--- src/rtl/timer_arbiter.sv ---
`timescale 1ns/1ps
// Round-robin arbiter sharing one down-counting delay timer among NREQ requesters.
// Grant one edge after req is seen in IDLE, service lasts dly+1 cycles; no backpressure, cancel aborts.
module timer_arbiter #(
    parameter int N    = 8,
    parameter int NREQ = 4
) (
    input  logic              clk_i,
    input  logic              rst_ni,
    input  logic [NREQ-1:0]   req_i,
    input  logic [NREQ*N-1:0] dly_i,
    input  logic              cancel_i,
    output logic [NREQ-1:0]   gnt_o,
    output logic              busy_o,
    output logic [N-1:0]      remain_o,
    output logic [NREQ-1:0]   done_o,
    output logic [NREQ-1:0]   aborted_o
);
    localparam int PW = (NREQ > 1) ? $clog2(NREQ) : 1;

    typedef enum logic {IDLE, COUNT} state_t;

    state_t          state_q;
    logic [PW-1:0]   last_q;
    logic [NREQ-1:0] gnt_q;
    logic            busy_q;
    logic [N-1:0]    remain_q;
    logic [NREQ-1:0] done_q;
    logic [NREQ-1:0] aborted_q;

    logic            sel_vld;
    logic [PW-1:0]   sel_idx;
    logic [PW-1:0]   cand;

    // Scan from farthest to nearest so the candidate just after last_q is the final writer.
    always_comb begin
        sel_vld = 1'b0;
        sel_idx = '0;
        cand    = '0;
        for (int k = NREQ; k >= 1; k--) begin
            cand = PW'((int'(last_q) + k) % NREQ);
            if (req_i[cand]) begin
                sel_vld = 1'b1;
                sel_idx = cand;
            end
        end
    end

    always_ff @(posedge clk_i or negedge rst_ni) begin
        if (!rst_ni) begin
            state_q   <= IDLE;
            last_q    <= PW'(NREQ - 1);
            gnt_q     <= '0;
            busy_q    <= 1'b0;
            remain_q  <= '0;
            done_q    <= '0;
            aborted_q <= '0;
        end else begin
            done_q    <= '0;
            aborted_q <= '0;
            case (state_q)
                IDLE: begin
                    if (sel_vld) begin
                        gnt_q    <= NREQ'(1) << sel_idx;
                        last_q   <= sel_idx;
                        remain_q <= dly_i[int'(sel_idx)*N +: N];
                        busy_q   <= 1'b1;
                        state_q  <= COUNT;
                    end
                end
                COUNT: begin
                    if (cancel_i) begin
                        gnt_q     <= '0;
                        busy_q    <= 1'b0;
                        aborted_q <= gnt_q;
                        remain_q  <= '0;
                        state_q   <= IDLE;
                    end else if (remain_q == '0) begin
                        gnt_q   <= '0;
                        busy_q  <= 1'b0;
                        done_q  <= gnt_q;
                        state_q <= IDLE;
                    end else begin
                        remain_q <= remain_q - N'(1);
                    end
                end
                default: state_q <= IDLE;
            endcase
        end
    end

    assign gnt_o     = gnt_q;
    assign busy_o    = busy_q;
    assign remain_o  = remain_q;
    assign done_o    = done_q;
    assign aborted_o = aborted_q;
endmodule

--- config.mk ---
export PLATFORM = sky130hd
export DESIGN_NAME = timer_arbiter
export DESIGN_NICKNAME = d
export VERILOG_FILES = /design/src/rtl/timer_arbiter.sv
export SDC_FILE = /design/constraint.sdc
export NUM_CORES = 1
export LEC_CHECK = 0
export CAP_MARGIN = 30
export CORE_MARGIN = 2
export CORE_UTILIZATION = 34
export DETAILED_ROUTE_END_ITERATION = 12
export PLACE_DENSITY = 0.71
export SLEW_MARGIN = 20
export SYNTH_ARGS = -nofsm -noshare
export SYNTH_HDL_FRONTEND = slang
export SYNTH_SLANG_ARGS = --single-unit
export TNS_END_PERCENT = 30
--- constraint.sdc ---
create_clock -name clk_i -period 2.4 [get_ports clk_i]
set_input_delay 0.36 -clock clk_i [delete_from_list [all_inputs] [get_ports clk_i]]
set_output_delay 0.36 -clock clk_i [all_outputs]
set_load 0.05 [all_outputs]
==> run summary <==
Status: finished clean
Worst Clk Skew: 2.09 ps
Row cnt: 24
Worst EP arrival: 2360 ps
Residual DRC: 0
Ports: 60
Die W: 71.1 microns
CTS max path bufs: 2
Tot Pwr: 2.73 mW
Max Cap Viol: 0
Worst Max-Slew Pin Slew: 499 ps
Max Freq: 454 MHz
Hold Buf Count CTS: 0
Commonest non-fill, non-tap cell in the layout: clkdlybuf4s50_1
Vias: 1460
RSZ-0062 raised after global routing: false
Crit end category: flip-flop
Nets: 266
First drt pass iteration count: 4
PostCTS Resize Cnt: 0
Placed cells: 273
Synth cell types: 48
Critical Path RT: 2560 ps
Core Area: 0.00435 sq mm
Yosys warnings: 0
Syn_area_per_cell: 9.75 sq um
Largest net degree at the start of global routing: 25
First-pass GRT wire length: 6470 microns
Post-CTS setup buffer count: 0
Yosys reg bits: 24
DP HPWL: 3180 microns
Critical path startpoint category: flip-flop
Routed Wire Length: 3950 microns
Fin crit period: 2200 ps
Net Count, Synth: 197
Worst skew pair latency: 270 ps
Worst hold slack: 453 ps
Die Span Y: 71.1 microns
Pwr Density: 1190 mW/mm^2
Initial Util: 0.351
CTS tree: yes
Area Overhead vs Synth: 49.5%
Reg-to-Reg Start: remain_o[0]
GPL Wtd Cong: 0.877
Hold crit path type: in -> async
Ranking of synthesized cells by area: dfrtp_1, mux2i_1, dfstp_2
Overall Global Routing Usage: 0.160
Pins over their slew limit: 0
CTS HTree Levels: 1
Number of enable flip-flop cells after synthesis: 0
Worst r2r dst: remain_o[5]
Via density per instance: 5.27
Commonest non-fill, non-tap cells in the layout: clkdlybuf4s50_1, dfrtp_1, nor2_1, buf_4, a21oi_1
Layout cells sized above 1: 0.138
TNS Setup: 0 ps
Root buffer cell: clkbuf_8
Vias in the first global route: 1350
Total clock sinks: 24
Share of the synthesized area in the top cell type: 0.360
Hold Fails Final Rpt: 0
Slew headroom: 0.666
Synthesized cell area: 0.00153 sq mm
Yosys top cell by area: dfrtp_1
Worst vdd ir: 0.357 mV
Fillers: 402
Mapped Cells: 157
Register area share after synthesis: 0.394
Post-route insts no fill: 277
Full die area: 0.00505 sq mm
Final setup vio count: 0
Clock transition at path regs: 90 ps
Antenna diodes: 0
Initial antenna violation count: 0
FF-to-FF path depth: 7
Routed len/inst: 14.2 microns
CP max FO: 7
Top_reg_cell synth: dfrtp_1
1st-iter DRT viols: 118
Fin crit share: 0.919
Reg2Reg Setup Slack: 200 ps
IO buf count: 59
Asr flop ratio synth: 1.00
Total grt overflow: 0
DRT antenna net count: 0
Leak: 0.957 nW
Crit Path Class: reg -> reg
Total clock buffers created by CTS: 3
-- layout make-up --
| class | instances | area (sq um) | area share |
|---|---|---|---|
| clock inverter | 1 | 30.0 | 0.0131 |
| inverter | 5 | 18.8 | 0.00821 |
| multi-input combinational | 123 | 863 | 0.377 |
| sequential | 24 | 603 | 0.264 |
| timing repair buffer | 69 | 666 | 0.291 |
| tap | 52 | 65.1 | 0.0284 |
| clock buffer | 3 | 41.3 | 0.0181 |
-- state kept, by name, summed over array words and instances (netlist names) --
| name | flops |
|---|---|
| last_q | 2 |
| gnt_o | 4 |
| done_o | 4 |
| aborted_o | 4 |
| busy_o | 1 |
| state_q | 1 |
| remain_o | 8 |
-- per-stage QoR --
| step | setup WS, ps | cell area [sq um] | util |
|---|---|---|---|
| after global placement | 127 | 2220 | 0.509 |
| after global routing | 66.8 | 2290 | 0.525 |
| after CTS | 203 | 2290 | 0.525 |
| final | 195 | 2290 | 0.525 |
| after detailed placement | 82.9 | 2220 | 0.509 |
| after floorplan | 189 | 1530 | - |
-- Yosys cell counts (5+ instances only) --
cell type and n:
dfrtp_1 22, nor2_1 10, a21oi_1 9, mux2i_1 8
nand2_1 8, nand4_1 7, o21ai_0 6, and3_1 5
inv_1 5, nand2b_1 5, o211ai_1 5, o31ai_1 5
-- power by group --
part / internal [mW] / switching, mW
registers: 0.559 / 0.190
clock network: 0.223 / 0.131
logic: 0.660 / 0.963
total: 1.44 / 1.28
-- kinds of logic after synthesis --
logic type	Yosys count	synth area share
AND/OR/NAND/NOR	60	0.231
AO/OA/AOI/OAI	53	0.265
flip-flops	24	0.394
buffers and inverters	10	0.0417
multiplexers	9	0.0597
adder cells (fa/ha/maj)	1	0.00818
-- worst max path at each step --
stage                     start  slack, ps  depth (start not counted)          end
CTS                 remain_o[0]        200                          7  remain_o[5]
global placement       req_i[3]        130                          7  remain_o[3]
detailed placement     req_i[1]         80                          6  remain_o[1]
global route        remain_o[0]         70                          7  remain_o[5]
finish              remain_o[0]        200                          7  remain_o[5]
floorplan           remain_o[0]        190                          8  remain_o[5]
-- worst max-delay path, stage by stage (launching register included) --
cell and delay (ps):
dfrtp_1 440, inv_1 100, ha_1 200, or4b_1 640, o21ai_4 250, nand2b_1 130
mux2i_1 70, a211o_1 270
-- routing by layer --
layer  up-vias  global-route usage  routed length [microns]
li1        734                   -                        -
met1       671               0.235                     1930
met2        53               0.247                     1790
met3         2              0.0271                      201
met4         0              0.0377                       34
met5         -                   0                        0
No activity file was read; power rests on OpenSTA's default activity.
